[config.mk]
export PLATFORM = sky130hd
export DESIGN_NAME = softmax_reg_reader
export DESIGN_NICKNAME = d
export VERILOG_FILES = /design/src/rtl/softmax_pkg.sv /design/src/rtl/softmax_snapshot_bank.sv /design/src/rtl/softmax_reg_reader.sv
export SDC_FILE = /design/constraint.sdc
export NUM_CORES = 1
export LEC_CHECK = 0
export ABC_AREA = 0
export CORE_UTILIZATION = 39
export DETAILED_ROUTE_END_ITERATION = 12
export PLACE_DENSITY_LB_ADDON = 0.08
export RECOVER_POWER = 50
export SLEW_MARGIN = 20
export SYNTH_ARGS = -nofsm -noshare
export SYNTH_HDL_FRONTEND = slang
export SYNTH_SLANG_ARGS = --single-unit
export TNS_END_PERCENT = 5
[constraint.sdc]
create_clock -name clk -period 17.76 [get_ports clk]
set_input_delay 3.552 -clock clk [delete_from_list [all_inputs] [get_ports clk]]
set_output_delay 3.552 -clock clk [all_outputs]
set_load 0.01 [all_outputs]
[src/rtl/softmax_pkg.sv]
// Shared types and default sizing for the softmax read-side blocks.
package softmax_pkg;

  typedef enum logic [1:0] {
    IDLE   = 2'd0,
    STREAM = 2'd1,
    DONE   = 2'd2
  } state_t;

  localparam int SOFTMAX_DATA_WIDTH = 16;
  localparam int SOFTMAX_NUM_REGS   = 10;
  localparam int SOFTMAX_IDX_W      = 4;

endpackage

[src/rtl/softmax_snapshot_bank.sv]
// Snapshot register bank: NUM_REGS words captured together on load, read back through an indexed mux.
module softmax_snapshot_bank
  import softmax_pkg::*;
#(
  parameter int DATA_WIDTH = SOFTMAX_DATA_WIDTH,
  parameter int NUM_REGS   = SOFTMAX_NUM_REGS,
  parameter int IDX_W      = SOFTMAX_IDX_W
) (
  input  logic                           clk,
  input  logic                           rst_n,
  input  logic                           load,
  input  logic [NUM_REGS*DATA_WIDTH-1:0] data_in_flat,
  input  logic [IDX_W-1:0]               rd_idx,
  output logic [DATA_WIDTH-1:0]          rd_data
);

  logic [DATA_WIDTH-1:0] bank_r [NUM_REGS];

  // Capture all words at once so writers may refill the source bank immediately.
  always_ff @(posedge clk) begin
    if (!rst_n) begin
      for (int i = 0; i < NUM_REGS; i++) begin
        bank_r[i] <= '0;
      end
    end else if (load) begin
      for (int i = 0; i < NUM_REGS; i++) begin
        bank_r[i] <= data_in_flat[i*DATA_WIDTH +: DATA_WIDTH];
      end
    end else begin
      for (int i = 0; i < NUM_REGS; i++) begin
        bank_r[i] <= bank_r[i];
      end
    end
  end

  // Read mux; an out-of-range index returns zero.
  always_comb begin
    rd_data = '0;
    for (int i = 0; i < NUM_REGS; i++) begin
      if (rd_idx == IDX_W'(i)) begin
        rd_data = bank_r[i];
      end else begin
        rd_data = rd_data;
      end
    end
  end

endmodule

[src/rtl/softmax_reg_reader.sv]
// Streams a snapshot of the softmax register bank over valid/ready, one word per accepted beat.
// Define SOFTMAX_RD_ARGMAX_EN to build the running signed max / argmax tracker.
module softmax_reg_reader
  import softmax_pkg::*;
#(
  parameter int DATA_WIDTH = SOFTMAX_DATA_WIDTH,
  parameter int NUM_REGS   = SOFTMAX_NUM_REGS,
  parameter int IDX_W      = SOFTMAX_IDX_W
) (
  input  logic                           clk,
  input  logic                           rst_n,
  input  logic                           load,
  input  logic [NUM_REGS*DATA_WIDTH-1:0] data_in_flat,
  input  logic                           start,
  input  logic                           out_ready,
  output logic                           out_valid,
  output logic [DATA_WIDTH-1:0]          out_data,
  output logic [IDX_W-1:0]               out_idx,
  output logic                           out_last,
  output logic                           busy,
  output logic                           done,
  output logic [DATA_WIDTH-1:0]          max_val,
  output logic [IDX_W-1:0]               argmax_idx
);

  localparam logic [IDX_W-1:0] LAST_IDX = IDX_W'(NUM_REGS - 1);

  state_t                state_r;
  logic                  out_valid_r;
  logic [DATA_WIDTH-1:0] out_data_r;
  logic [IDX_W-1:0]      out_idx_r;
  logic                  out_last_r;
  logic                  busy_r;
  logic                  done_r;
  logic [IDX_W-1:0]      rd_idx_s;
  logic [DATA_WIDTH-1:0] rd_data_s;
  logic                  accept_s;
  logic                  bank_load_s;

  assign accept_s    = out_valid_r & out_ready;
  assign bank_load_s = load & (state_r != STREAM);

  // The mux always looks one word ahead so the next beat is ready on accept.
  always_comb begin
    if (state_r == STREAM) begin
      rd_idx_s = out_idx_r + IDX_W'(1);
    end else begin
      rd_idx_s = '0;
    end
  end

  softmax_snapshot_bank #(
    .DATA_WIDTH (DATA_WIDTH),
    .NUM_REGS   (NUM_REGS),
    .IDX_W      (IDX_W)
  ) u_bank (
    .clk          (clk),
    .rst_n        (rst_n),
    .load         (bank_load_s),
    .data_in_flat (data_in_flat),
    .rd_idx       (rd_idx_s),
    .rd_data      (rd_data_s)
  );

  // Control FSM with registered stream outputs.
  always_ff @(posedge clk) begin
    if (!rst_n) begin
      state_r     <= IDLE;
      out_valid_r <= 1'b0;
      out_data_r  <= '0;
      out_idx_r   <= '0;
      out_last_r  <= 1'b0;
      busy_r      <= 1'b0;
      done_r      <= 1'b0;
    end else begin
      case (state_r)
        IDLE: begin
          done_r <= 1'b0;
          if (start) begin
            state_r     <= STREAM;
            out_valid_r <= 1'b1;
            out_idx_r   <= '0;
            out_last_r  <= 1'b0;
            busy_r      <= 1'b1;
            // A same-cycle load is not in the bank yet, so word 0 comes straight from the input.
            out_data_r  <= load ? data_in_flat[DATA_WIDTH-1:0] : rd_data_s;
          end
        end
        STREAM: begin
          if (accept_s && out_last_r) begin
            state_r     <= DONE;
            out_valid_r <= 1'b0;
            out_last_r  <= 1'b0;
            busy_r      <= 1'b0;
            done_r      <= 1'b1;
          end else if (accept_s) begin
            out_idx_r  <= out_idx_r + IDX_W'(1);
            out_data_r <= rd_data_s;
            out_last_r <= ((out_idx_r + IDX_W'(1)) == LAST_IDX);
          end
        end
        DONE: begin
          state_r <= IDLE;
          done_r  <= 1'b0;
        end
        default: begin
          state_r     <= IDLE;
          out_valid_r <= 1'b0;
          out_last_r  <= 1'b0;
          busy_r      <= 1'b0;
          done_r      <= 1'b0;
        end
      endcase
    end
  end

  assign out_valid = out_valid_r;
  assign out_data  = out_data_r;
  assign out_idx   = out_idx_r;
  assign out_last  = out_last_r;
  assign busy      = busy_r;
  assign done      = done_r;

`ifdef SOFTMAX_RD_ARGMAX_EN
  logic [DATA_WIDTH-1:0] max_val_r;
  logic [IDX_W-1:0]      argmax_idx_r;

  // Signed running maximum over accepted beats; strict compare keeps the lower index on ties.
  always_ff @(posedge clk) begin
    if (!rst_n) begin
      max_val_r    <= '0;
      argmax_idx_r <= '0;
    end else if (accept_s &&
                 ((out_idx_r == '0) || ($signed(out_data_r) > $signed(max_val_r)))) begin
      max_val_r    <= out_data_r;
      argmax_idx_r <= out_idx_r;
    end else begin
      max_val_r    <= max_val_r;
      argmax_idx_r <= argmax_idx_r;
    end
  end

  assign max_val    = max_val_r;
  assign argmax_idx = argmax_idx_r;
`else
  assign max_val    = '0;
  assign argmax_idx = '0;
`endif

endmodule

==> impl_results.md <==
- CTS Hold Bufs: 0
- Pre-Repair DR Iteration Count: 5
- ANT nets after route: 0
- Hold Path Sink: done
- Synth unique cells: 61
- Final Hold Fails: 0
- First-pass GRT wire length: 37300 um
- Seq/Total Area, Yosys: 58.3%
- #FFs+latches synth: 185
- Setup violators final: 0
- Setup tns final: 0 ps
- Register area: 5310 um^2
- RR Startpoint: out_idx[0]
- Drt drc: 0
- GP Congestion: 0.833
- Port bufs: 188
- Cell row count: 55
- Global route total overflow: 0
- Max-cap viol count: 3
- Slew Limit Headroom: -158%
- DPL Wire Length: 17600 um
- I/O pin count: 209
- Critical Path Fanout Max: 121
- DR vias: 6738
- Pleak: 4.17 nW
- Critical path class: primary input to flip-flop
- Hold WC Path Type: flip-flop to flip-flop
- Vias in the first global route: 6483
- Worst-margin pin slew: 3870 ps
- Most common flop cell mapped by yosys: edfxtp_1
- Drt via density: 5.33
- CTS tree: yes
- Endpoint class of the critical path: flip-flop
- Std-Cell Core Area: 22800 um^2
- CTS buffer count: 17
- YS warnings: 0
- DIE WIDTH: 155 um
- Fillers: 2047
- Initial Utilization: 40.0%
- Top cells by area, synth: edfxtp_1 53%, and2_1 11%, dfxtp_1 5.5%, buf_4 2.4%, o22ai_1 2.1%
- Clock Skew: 9.19 ps
- Maximum clock rate: 119 MHz
- PwrDens: 88.4 nW/um^2
- Nets: 1107
- Clk slew on worst S/H paths: 70 ps
- Min-Delay Path Depth: 2
- CTS max path bufs: 2
- Area of the multi-input gates: 3400 um^2
- Post-CTS setup buffer count: 0
- Root buffer cell: clkbuf_16
- Worst Hold Launch: done
- Outcome: complete, but fails checks
- H-tree lvl count: 4
- Initial antenna violation count: 0
- Total track usage: 21.1%
- Tot Pwr: 1.02 mW
- Crit path time final: 8420 ps
- Worst-Skew Late Latency: 430 ps
- Number of enable flip-flop cells after synthesis: 160
- Failing checks: max-capacitance violations, max-slew violations
- Reg-to-reg slack, setup: 13030 ps
- CP arrival: 8780 ps
- Sink Count: 185
- Cell taking the most area after synthesis: edfxtp_1
- 1st-iter DRT viols: 550
- Worst EP required: 18120 ps
- Reg2Reg Capture Point: out_data[6]
- Largest net degree at the start of global routing: 122
- Layout cells sized above 1: 5.57%
- Mean post-synth cell area: 11.5 um^2
- # diodes: 0
- Area grow syn2layout: 27.2%
- Cells resized by post-CTS repair: 0
- CP startpoint kind: primary input
- Post-synthesis async set-or-reset flop share: 0%
- Pins Over Slew Limit: 209
- Crit share post-route: 47.4%
- DRT Wirelength: 25000 um
- Synth top area share: 52.8%
- Reg2reg path depth: 10
- Die ar.: 24000 um^2
- DR WL/cell: 19.7 um
- Die Ht: 155 um
- Syn Std Cell Area: 9100 um^2
- Hold Worst Slack: 447 ps
- Unrepaired setup endpoints after global routing: no
- IR drop worst, VDD: 0.0464 mV
- Synth Instances: 792
[critical path, cell delays in order]
cell and delay, ps:
clkbuf_1 1290, clkbuf_1 2800, and2_1 760, nand2_1 90
o21ai_0 90, o21bai_1 130
[kinds of logic (layout without fill, tap and decap cells)]
group | after synthesis | after routing | synth area share (%)
flops | 185 | 185 | 58.3
xor+xnor | 2 | 2 | 0.192
other cells | 1 | 20 | 0.0412
compound gates | 179 | 179 | 13.8
fa+ha+maj | 2 | 2 | 0.275
mux | 21 | 21 | 2.35
simple gates | 313 | 313 | 19.7
buf+inv | 89 | 230 | 5.32
[synth_stat cells (2+ instances only)]
master	n
edfxtp_1	160
and2_1	156
nand2_1	43
nor2_1	38
clkbuf_1	37
o21ai_0	33
o22ai_1	30
buf_4	29
dfxtp_1	25
and3_1	24
a21oi_1	21
mux2i_1	18
buf_2	15
o211ai_1	14
a221o_1	12
a221oi_1	12
o221ai_1	12
a31oi_1	9
nand3_1	9
a222oi_1	7
nor2b_1	7
o21bai_1	7
or2_2	6
or4b_1	6
nand2b_1	5
a22oi_1	4
inv_1	4
o21a_1	4
buf_6	3
mux2_2	3
nor3_1	3
nor4_1	3
a22o_1	2
and4b_1	2
ha_1	2
o41ai_1	2
[layer usage]
| metal | routed length (um) | part of all wire [%] | up-vias | track usage [%] |
|---|---|---|---|---|
| met1 | 11400 | 46 | 3247 | 29.7 |
| met3 | 1570 | 6.3 | 20 | 4.29 |
| met5 | 0 | 0 | - | 0 |
| li1 | - | - | 3193 | - |
| met4 | 382 | 1.5 | 0 | 6.13 |
| met2 | 11600 | 47 | 278 | 33.0 |
[flip-flops by register name, indices dropped and copies added (netlist names)]
name / count
busy: 1
done: 1
out_data: 16
out_idx: 4
out_last: 1
state_r: 2
u_bank.bank_r: 160
[stage by stage]
step	util [%]	cell area [um^2]	instances	worst slack (ps)
after floorplan	-	9180	811	9770
after global placement	48.5	11000	1234	11260
after detailed placement	48.5	11000	1234	11260
after CTS	50.9	11600	1265	11700
after global routing	50.9	11600	1265	8430
final	50.9	11600	1265	9340
[report_power, final]
part           internal [mW]  leakage [nW]  switching (mW)
sequential             0.513          1.91          0.0156
clock                  0.195         0.269           0.167
combinational         0.0673          1.99          0.0665
total                  0.776          4.17           0.249
[cells in the final DEF (no fill, tap or decap), types with 5 or more instances in the layout]
cell and instances:
and2_1 51, and3_1 24, or2_2 6, mux2i_1 18
a21oi_1 21, a31oi_1 9, clkbuf_16 17, a221o_1 12
o211ai_1 14, a221oi_1 12, o221ai_1 12, nor2b_1 7
conb_1 20, nand3_1 9, dfxtp_1 24, buf_4 5
edfxtp_1 160, a222oi_1 7, or4b_1 6, o21ai_0 33
inv_6 5, clkdlybuf4s50_1 157, o22ai_1 30, and2_0 105
nand2b_1 5, o21bai_1 7, dlygate4sd3_1 30, nand2_1 42
nor2_1 38
[worst max-delay path by stage]
stage               startpoint              endpoint  cells past startpoint
CTS                       load  u_bank.bank_r[0][78]                      4
finish                   rst_n          out_data[12]                      6
global route             rst_n           out_data[9]                      6
global placement          load  u_bank.bank_r[0][47]                      4
floorplan                 load   u_bank.bank_r[0][0]                      4
detailed placement        load  u_bank.bank_r[0][49]                      4
[final cells by class]
cell class                      count  area share (%)
Sequential cell                   185            45.8
Multi-Input combinational cell    537            29.3
Timing Repair Buffer              194            16.5
Clock buffer                       19            3.74
Tap cell                          313            3.38
Clock inverter                     12            1.02
Inverter                            5           0.162
No activity file was read; power rests on OpenSTA's default activity.
